**config.mk**
```make
export PLATFORM = sky130hd
export DESIGN_NAME = countdown_arbiter
export DESIGN_NICKNAME = d
export VERILOG_FILES = /design/src/rtl/countdown_arbiter_pkg.sv /design/src/rtl/countdown_arbiter_load_down_counter.sv /design/src/rtl/countdown_arbiter.sv
export SDC_FILE = /design/constraint.sdc
export NUM_CORES = 1
export LEC_CHECK = 0
export ABC_AREA = 1
export CORE_AREA = 5 5 71 67
export CTS_BUF_LIST = sky130_fd_sc_hd__clkbuf_4 sky130_fd_sc_hd__clkbuf_8 sky130_fd_sc_hd__clkbuf_16
export DETAILED_ROUTE_END_ITERATION = 12
export DIE_AREA = 0 0 76 72
export PLACE_DENSITY = 0.81
export SKIP_CTS_REPAIR_TIMING = 1
export SLEW_MARGIN = 5
export SYNTH_ARGS = -nofsm -noshare
export SYNTH_HDL_FRONTEND = slang
export SYNTH_SLANG_ARGS = --single-unit
```
**constraint.sdc**
```tcl
create_clock -name i_clk -period 5.8 [get_ports i_clk]
set_input_delay 0.58 -clock i_clk [delete_from_list [all_inputs] [get_ports i_clk]]
set_output_delay 0.58 -clock i_clk [all_outputs]
set_load 0.05 [all_outputs]
```
**src/rtl/countdown_arbiter_pkg.sv**
```systemverilog
// Shared definitions for the countdown arbiter: FSM state encoding,
// default sizing constants and a one-hot to index helper.
// No logic of its own.
package countdown_arbiter_pkg;

  localparam int CNTARB_N_DEF = 4;  // default number of requesters
  localparam int CNTARB_W_DEF = 4;  // default counter width

  typedef enum logic [1:0] {
    ST_IDLE  = 2'd0,
    ST_COUNT = 2'd1,
    ST_DONE  = 2'd2
  } state_t;

  // Index of the set bit in a one-hot vector (up to 8 requesters).
  // A zero vector returns 0.
  function automatic logic [2:0] onehot_to_idx(input logic [7:0] oh);
    logic [2:0] idx;
    idx = '0;
    for (int i = 0; i < 8; i++) begin
      if (oh[i]) idx = 3'(i);
    end
    return idx;
  endfunction

endpackage

```
**src/rtl/countdown_arbiter_load_down_counter.sv**
```systemverilog
// Loadable W-bit down-counter that saturates at zero.
// Latency: load/decrement visible one cycle after the edge; no backpressure.
// Ports: i_clk, i_rst (sync, active-high), i_load/i_load_val (synchronous
//        load, wins over decrement), i_dec (decrement), o_value, o_zero.
module countdown_arbiter_load_down_counter #(
  parameter int W = 4
) (
  input  logic         i_clk,
  input  logic         i_rst,
  input  logic         i_load,
  input  logic [W-1:0] i_load_val,
  input  logic         i_dec,
  output logic [W-1:0] o_value,
  output logic         o_zero
);

  logic [W-1:0] r_value;

  always_ff @(posedge i_clk) begin
    if (i_rst) begin
      r_value <= '0;
    end else if (i_load) begin
      r_value <= i_load_val;
    end else if (i_dec && (r_value != '0)) begin
      r_value <= r_value - 1'b1;
    end
  end

  assign o_value = r_value;
  assign o_zero  = (r_value == '0);

endmodule

```
**src/rtl/countdown_arbiter.sv**
```systemverilog
// Round-robin arbiter sharing one loadable down-counter between N requesters.
// Latency: Req seen in IDLE -> Grant next cycle; Done L+2 cycles after Req
// sample; free at L+3. Requesters are held off (no grant) while busy.
// Ports: i_clk, i_rst (sync, active-high), i_req[N] (level, hold until Done),
//        i_data_in[N*W] (slice i = load value of requester i), o_grant[N]
//        (one-hot owner), o_done[N] (one-cycle pulse), o_busy, o_count_out[W].
// Build option: define CNTARB_FIXED_PRIO_EN for fixed priority (lowest index
// wins, no rotating pointer).
module countdown_arbiter
  import countdown_arbiter_pkg::*;
#(
  parameter int N = CNTARB_N_DEF,
  parameter int W = CNTARB_W_DEF
) (
  input  logic           i_clk,
  input  logic           i_rst,
  input  logic [N-1:0]   i_req,
  input  logic [N*W-1:0] i_data_in,
  output logic [N-1:0]   o_grant,
  output logic [N-1:0]   o_done,
  output logic           o_busy,
  output logic [W-1:0]   o_count_out
);

  state_t       r_state;
  logic [N-1:0] r_grant;
  logic [N-1:0] r_done;
  logic         r_busy;

  logic [2:0]   w_ptr;
  logic [N-1:0] w_win_oh;
  logic [W-1:0] w_load_val;
  logic         w_load;
  logic         w_dec;
  logic [W-1:0] w_value;
  logic         w_zero;
  logic         w_owner_req;

`ifdef CNTARB_FIXED_PRIO_EN
  assign w_ptr = 3'd0;
`else
  logic [2:0] r_ptr;
  logic [2:0] r_owner;
  logic [2:0] w_ptr_nxt;
  logic [2:0] w_win_idx;
  logic [7:0] w_win_ext;

  assign w_ptr = r_ptr;

  always_comb begin
    w_win_ext = '0;
    for (int i = 0; i < N; i++) w_win_ext[i] = w_win_oh[i];
  end

  assign w_win_idx = onehot_to_idx(w_win_ext);
  assign w_ptr_nxt = (r_owner == 3'(N-1)) ? 3'd0 : (r_owner + 3'd1);
`endif

  // Winner = requester with the smallest rotational distance from the
  // pointer. Distances are unique, so exactly one bit wins when any is set.
  always_comb begin
    int best_d;
    int d;
    best_d   = N;
    w_win_oh = '0;
    for (int i = 0; i < N; i++) begin
      d = i - int'(w_ptr);
      if (d < 0) d = d + N;
      if (i_req[i] && (d < best_d)) best_d = d;
    end
    for (int i = 0; i < N; i++) begin
      d = i - int'(w_ptr);
      if (d < 0) d = d + N;
      w_win_oh[i] = i_req[i] && (d == best_d);
    end
  end

  always_comb begin
    w_load_val = '0;
    for (int i = 0; i < N; i++) begin
      if (w_win_oh[i]) w_load_val = i_data_in[i*W +: W];
    end
  end

  // Owner still requesting; dropping it mid-count aborts the tenure.
  assign w_owner_req = |(i_req & r_grant);

  assign w_load = (r_state == ST_IDLE) && (|i_req);
  assign w_dec  = (r_state == ST_COUNT);

  countdown_arbiter_load_down_counter #(.W(W)) u_counter (
    .i_clk      (i_clk),
    .i_rst      (i_rst),
    .i_load     (w_load),
    .i_load_val (w_load_val),
    .i_dec      (w_dec),
    .o_value    (w_value),
    .o_zero     (w_zero)
  );

  always_ff @(posedge i_clk) begin
    if (i_rst) begin
      r_state <= ST_IDLE;
      r_grant <= '0;
      r_done  <= '0;
      r_busy  <= 1'b0;
`ifndef CNTARB_FIXED_PRIO_EN
      r_ptr   <= 3'd0;
      r_owner <= 3'd0;
`endif
    end else begin
      case (r_state)
        ST_IDLE: begin
          r_done <= '0;
          if (|i_req) begin
            r_grant <= w_win_oh;
            r_busy  <= 1'b1;
            r_state <= ST_COUNT;
`ifndef CNTARB_FIXED_PRIO_EN
            r_owner <= w_win_idx;
`endif
          end
        end
        ST_COUNT: begin
          // Abort takes precedence over reaching zero: no Done is owed
          // to a requester that has already walked away.
          if (!w_owner_req) begin
            r_grant <= '0;
            r_busy  <= 1'b0;
            r_state <= ST_IDLE;
`ifndef CNTARB_FIXED_PRIO_EN
            r_ptr   <= w_ptr_nxt;
`endif
          end else if (w_zero) begin
            r_done  <= r_grant;
            r_state <= ST_DONE;
          end
        end
        ST_DONE: begin
          r_done  <= '0;
          r_grant <= '0;
          r_busy  <= 1'b0;
          r_state <= ST_IDLE;
`ifndef CNTARB_FIXED_PRIO_EN
          r_ptr   <= w_ptr_nxt;
`endif
        end
        default: begin
          r_done  <= '0;
          r_grant <= '0;
          r_busy  <= 1'b0;
          r_state <= ST_IDLE;
        end
      endcase
    end
  end

  assign o_grant     = r_grant;
  assign o_done      = r_done;
  assign o_busy      = r_busy;
  // Counter may hold a stale value after an abort; hide it while free.
  assign o_count_out = r_busy ? w_value : '0;

endmodule

```
# After elaboration in Yosys (flattened, before gate mapping)
# Index checks and enable logic that the tools add are counted.
[word_totals] latch_bits=0 word_cells=91 register_bits=21 ramBits=0 output_inout_bits=13 input_bits=22 rom_bits=0 mem_count=0
[op_classes] add_sub_neg=10 n_mul=0 mux=31 shift=0 eq_ne=10 n_div=0 magnitude_cmp=8 n_reduce_logical=23 bitwise_logic=2
[ops] cell="$mux 32" count=8
[ops] cell="$eq 32x32->1" count=4
[ops] cell="$lt 32x32->1" count=3
[ops] cell="$mux 4" count=9
[ops] cell="$lt 32x4->1 const B" count=1
[ops] cell="$add 4x4->5 const B" count=4
[ops] cell="$lt 4x1->1 const B" count=4
[ops] cell="$mux 3" count=4
[ops] cell="$logic_and 1x1->1" count=10
[ops] cell="$reduce_and 2->1" count=5
[ops] cell="$pmux 4 s2" count=1
[ops] cell="$reduce_or 4->1" count=2
[ops] cell="$sub 1x3->4 const A" count=2
[ops] cell="$sub 2x3->4 const A" count=2
[ops] cell="$mux 2" count=3
[ops] cell="$pmux 3 s2" count=1
[ops] cell="$and 4x4->4" count=1
[ops] cell="$logic_not 4->1" count=1
[ops] cell="$pmux 2 s2" count=1
[ops] cell="$reduce_bool 2->1" count=2
[ops] cell="$reduce_bool 4->1" count=1
[ops] cell="$sub 4x1->4 const B" count=1
[ops] cell="$add 3x1->3 const B" count=1
[ops] cell="$eq 3x2->1 const B" count=1
[ops] cell="other kinds (10)" count=12

# Logic depth before layout (Yosys ltp)
[logic_depth] word_depth=22 mapped_depth=40 mapped_depth_nobuf=39

# Cells and area by module
# From an unflattened synthesis, not the netlist that was laid out.
[unflattened] hier_cells=285 hier_area_um2=1791.7
[by_module_without_submodules] module="countdown_arbiter" instances=1 cells_each=244 seq_area_each_um2=300.3 area_each_um2=1517.7
[by_module_without_submodules] module="countdown_arbiter_load_down_counter" instances=1 cells_each=41 seq_area_each_um2=80.1 area_each_um2=274.0

# Least setup slack after synthesis
# OpenSTA, ideal clock, no wires.
[synth_timing] kind="register to register" startpoint="reg r_ptr[1]" endpoint="reg u_counter.r_value[2] (netlist: u_counter.o_value[2])" synth_period_minus_slack_ns=4.507 path_slack_ns=1.293 required_time_ns=5.684 t_arrival_ns=4.391 path_buffers=1 path_stages_with_launch=37 path_cell_list="dfxtp_1 inv_1 ha_1 inv_1 ha_1 nor2_1 nand2_1 ha_1 inv_1 nor2_1 nand2_1 nand2_1 nand3_1 ha_1 a2111oi_0 nand2_1 nand2_2 nand2_2 nand2_1 o21ai_1 ha_1 inv_1 a31oi_1 nand2_1 nand2_1 nand3_2 nand2_2 buf_6 nand2_4 nor2_2 nand2_1 nor2_4 nand3_2 nand2_1 nor2_1 nor2_1 a21oi_2"
[synth_between] elab_chain_len=22
[synth_rtl] element="start: declaration" line="countdown_arbiter.sv:42" text="logic [2:0] r_ptr;"
[synth_rtl] element="start signal: assignment" line="countdown_arbiter.sv:132" text="r_ptr <= w_ptr_nxt;"
[synth_rtl] element="start signal: assignment" line="countdown_arbiter.sv:145" text="r_ptr <= w_ptr_nxt;"
[synth_rtl] element="$sub 1x3->4" line="countdown_arbiter.sv:67, countdown_arbiter.sv:72"
[synth_rtl] element="$add 4x4->5 or $lt 4x1->1 (tied branches)" line="countdown_arbiter.sv:68, countdown_arbiter.sv:73"
[synth_rtl] element="$mux 32" line="countdown_arbiter.sv:68, countdown_arbiter.sv:73"
[synth_rtl] element="$lt 32x4->1" line="countdown_arbiter.sv:69" text="if (i_req[i] && (d < best_d)) best_d = d;"
[synth_rtl] element="$logic_and 1x1->1" line="countdown_arbiter.sv:69"
[synth_rtl] element="$mux 32" line="countdown_arbiter.sv:69"
[synth_rtl] element="$lt 32x32->1" line="countdown_arbiter.sv:69"
[synth_rtl] element="$logic_and 1x1->1" line="countdown_arbiter.sv:69"
[synth_rtl] element="[4 not listed]"
[synth_rtl] element="$lt 32x32->1" line="countdown_arbiter.sv:69"
[synth_rtl] element="$logic_and 1x1->1" line="countdown_arbiter.sv:69"
[synth_rtl] element="$mux 32" line="countdown_arbiter.sv:69"
[synth_rtl] element="$eq 32x32->1" line="countdown_arbiter.sv:74" text="w_win_oh[i] = i_req[i] && (d == best_d);"
[synth_rtl] element="$logic_and 1x1->1" line="countdown_arbiter.sv:74"
[synth_rtl] element="$mux 4 (3 in series)" line="countdown_arbiter.sv:81" text="if (w_win_oh[i]) w_load_val = i_data_in[i*W +: W];"
[synth_rtl] element="$mux 4 *" line="countdown_arbiter.sv:81"
[synth_rtl] element="$mux 4 *" line="countdown_arbiter_load_down_counter.sv:22" text="end else if (i_load) begin"
[synth_rtl] element="end signal: assignment" line="countdown_arbiter_load_down_counter.sv:23" text="r_value <= i_load_val;"
[synth_rtl] element="end signal: assignment" line="countdown_arbiter_load_down_counter.sv:25" text="r_value <= r_value - 1'b1;"
[synth_rtl] element="end: declaration" line="countdown_arbiter_load_down_counter.sv:17" text="logic [W-1:0] r_value;"
# Every way passes the cells marked *; elsewhere a longest branch is shown, timed or not.
# A chain may end at the register's enable or synchronous reset.

# Worst setup path after layout
[layout_timing] startpoint="reg r_ptr[1]" endpoint="reg u_counter.r_value[1] (netlist: u_counter.o_value[1])"
# Same word-level chain as after synthesis.

==> run summary <==
Status = completed
Residual DRC = 0
Die Height = 72 µm
Cts bufs inserted = 3
Yosys top cell area share = 22.55%
Fin worst setup slack = 0.5633 ns
CP peak stage delay = 0.41 ns
Setup Skew = 0.001511 ns
Critical Path Start Type = register
Crit path max-delay cell type = a2111oi_1
Vias in the first global route = 1674
# rows = 22
Worst Min Path Start = u_counter.o_value[1]
Clock Tree Buf Depth = 2
Core area = 3936 µm²
Largest family of logic cells by synthesized area = simple AND/OR/NAND/NOR gates
FMAX = 191.0 MHz
Die Area = 5472 µm²
Detailed Route Iter0 Violations = 166
Most frequent cells in the layout = nand2_1, inv_1, clkdlybuf4s50_1
Final period util = 90.29%
IO buf count = 34
Ports = 35
Clk slew on worst S/H paths = 0.08 ns
Wirelength per Cell = 12.46 µm
Crit path kind = register to register
RSZ-0062 raised after global routing = false
Largest net degree at the start of global routing = 12
Synth Area in Adders = 10.39%
Synth Warn # = 0
Netlist Area Pre-Place = 1687 µm²
Setup TNS = 0 ns
Placed cell count = 353
Sequential-to-total area share from yosys stat = 22.55%
TritonCTS clock tree = yes
GRT Overall Usage = 16.60%
Fin cells = 357
Layout cells sized above 1 = 9.061%
Tmin final = 5.237 ns
Mapped Nets = 308
Synth Instances = 272
Worst r2r src = r_ptr[1]
Final setup vio count = 0
Synthesized area per cell = 6.201 µm²
Synth Area in Simple Gates = 39.24%
Filler Cells Inserted = 397
Cell area after placement = 2076 µm²
Worst R2R Path Depth = 34
Worst EP required = 6.00 ns
Reg2reg setup slack = 0.56 ns
Slew margin rel. = 58.89%
First-pass GRT wire length = 7500 µm
Drt total wl = 4447 µm
Fin area = 2123 µm²
Crit-path max FO = 11
Worst R2R End = u_counter.o_value[1]
CP Capture Type = register
Sink Count = 19
Post-synthesis mux area share = 0%
Vias/cell = 5.210
Synth Register Bits = 19
Hold Path Class = register to register
Root Buffer = clkbuf_8
WHS Endpoint = u_counter.o_value[1]
TritonRoute pass-1 iters = 5
Final ANT Viol Nets = 0
Most common cell after layout, fill and taps aside = nand2_1
Slew Viols, Final = 0
# diodes = 0
Final nets = 346
Worst-margin pin slew = 0.6101 ns
Synth Area in XOR/XNOR = 0.5193%
Vias = 1860
Top cells by area, synth = dfxtp_1, nand2_1, inv_1
Placer Congestion = 0.9022
Initial antenna violation count = 0
Layout overhead on the synthesized area = 25.89%
Hold Path Stages = 2
Post-DP HPWL = 3658 µm
Die W = 76 µm
Fin. Hold Viols = 0
Unique masters post-synth = 30
Skew-Pair Late Insertion Delay = 0.26 ns
Place WS = 0.4107 ns
MaxCap Viol Count = 0
Synth area leader = dfxtp_1
Total global routing overflow = 0
Cell mode on critical path = nand2_1
Worst Path Arrival = 5.43 ns
Compound-cell area share of the yosys netlist = 15.06%
Initial Utilization = 42.85%
H-tree depth = 1
[metal layers]
layer	part of all wire (%)	global-route usage [%]	routed length, µm	up-vias
li1	-	-	-	952
met1	45	21.48	2006	834
met2	46	27.00	2061	68
met3	6.5	3.350	288	6
met4	2.0	6.917	91	0
met5	0	0	0	-
[layout make-up]
cell class	instances	area [µm²]	area share [%]
repair buffers	34	340.3	16.03
flip-flops and latches	19	380.4	17.91
multi-input cells	201	1105	52.03
well taps	48	60.06	2.829
clock inverters	1	5.005	0.2357
inverters	51	191.4	9.016
clock buffers	3	41.29	1.945
[synth_stat cells, drive strengths merged]
library cell / instances
nand4: 3
buf: 1
nor3: 2
inv: 51
nand3: 27
o22ai: 3
a21oi: 11
a211oi: 4
a22oi: 1
ha: 14
o32ai: 1
o21bai: 2
a2111oi: 1
a31oi: 2
conb: 1
o21ai: 18
nor2: 32
dfxtp: 19
nand2: 77
nand3b: 1
xor2: 1
[metrics by stage]
stage | util [%] | hold WS (ns)
global route | 53.94 | 0.5207
global placement | 52.73 | 0.4734
CTS | 53.91 | 0.4885
floorplan | - | 0.4505
finish | 53.94 | 0.4864
detailed placement | 52.73 | 0.4777
[worst max-delay path: cells and delay by family (launching register included)]
family,cells,cell delay [ns]
AO/OA/AOI/OAI,6,1.05
adder cells (fa/ha/maj),5,1.34
buffers and inverters,4,0.37
flip-flops,1,0.34
AND/OR/NAND/NOR,19,2.05
[worst max path at each step]
stage                         from  slack (ns)              endpoint  depth (start not counted)
after floorplan           r_ptr[1]        1.29  u_counter.o_value[2]                         36
after global placement    i_req[0]        0.63  u_counter.o_value[2]                         33
after detailed placement  i_req[0]        0.41  u_counter.o_value[2]                         33
after CTS                 r_ptr[1]        0.57  u_counter.o_value[1]                         34
after global routing      r_ptr[1]        0.02  u_counter.o_value[2]                         35
final                     r_ptr[1]        0.56  u_counter.o_value[1]                         34
[registers in the layout, indices dropped and copies added, names as in the netlist]
| signal | count |
|---|---|
| o_done | 4 |
| o_grant | 4 |
| u_counter.o_value | 4 |
| r_owner | 2 |
| r_ptr | 2 |
| r_state | 2 |
| o_busy | 1 |
[kinds of logic (layout without fill, tap and decap cells)]
logic type / count (synthesis) / in the layout
xor+xnor: 1 / 1
fa+ha+maj: 14 / 14
other cells: 1 / 1
flops: 19 / 19
simple gates: 142 / 142
compound gates: 43 / 43
buf+inv: 52 / 89
Power is not shown: default switching activity piles up to over one toggle a cycle in this logic, so the estimate is an artifact.
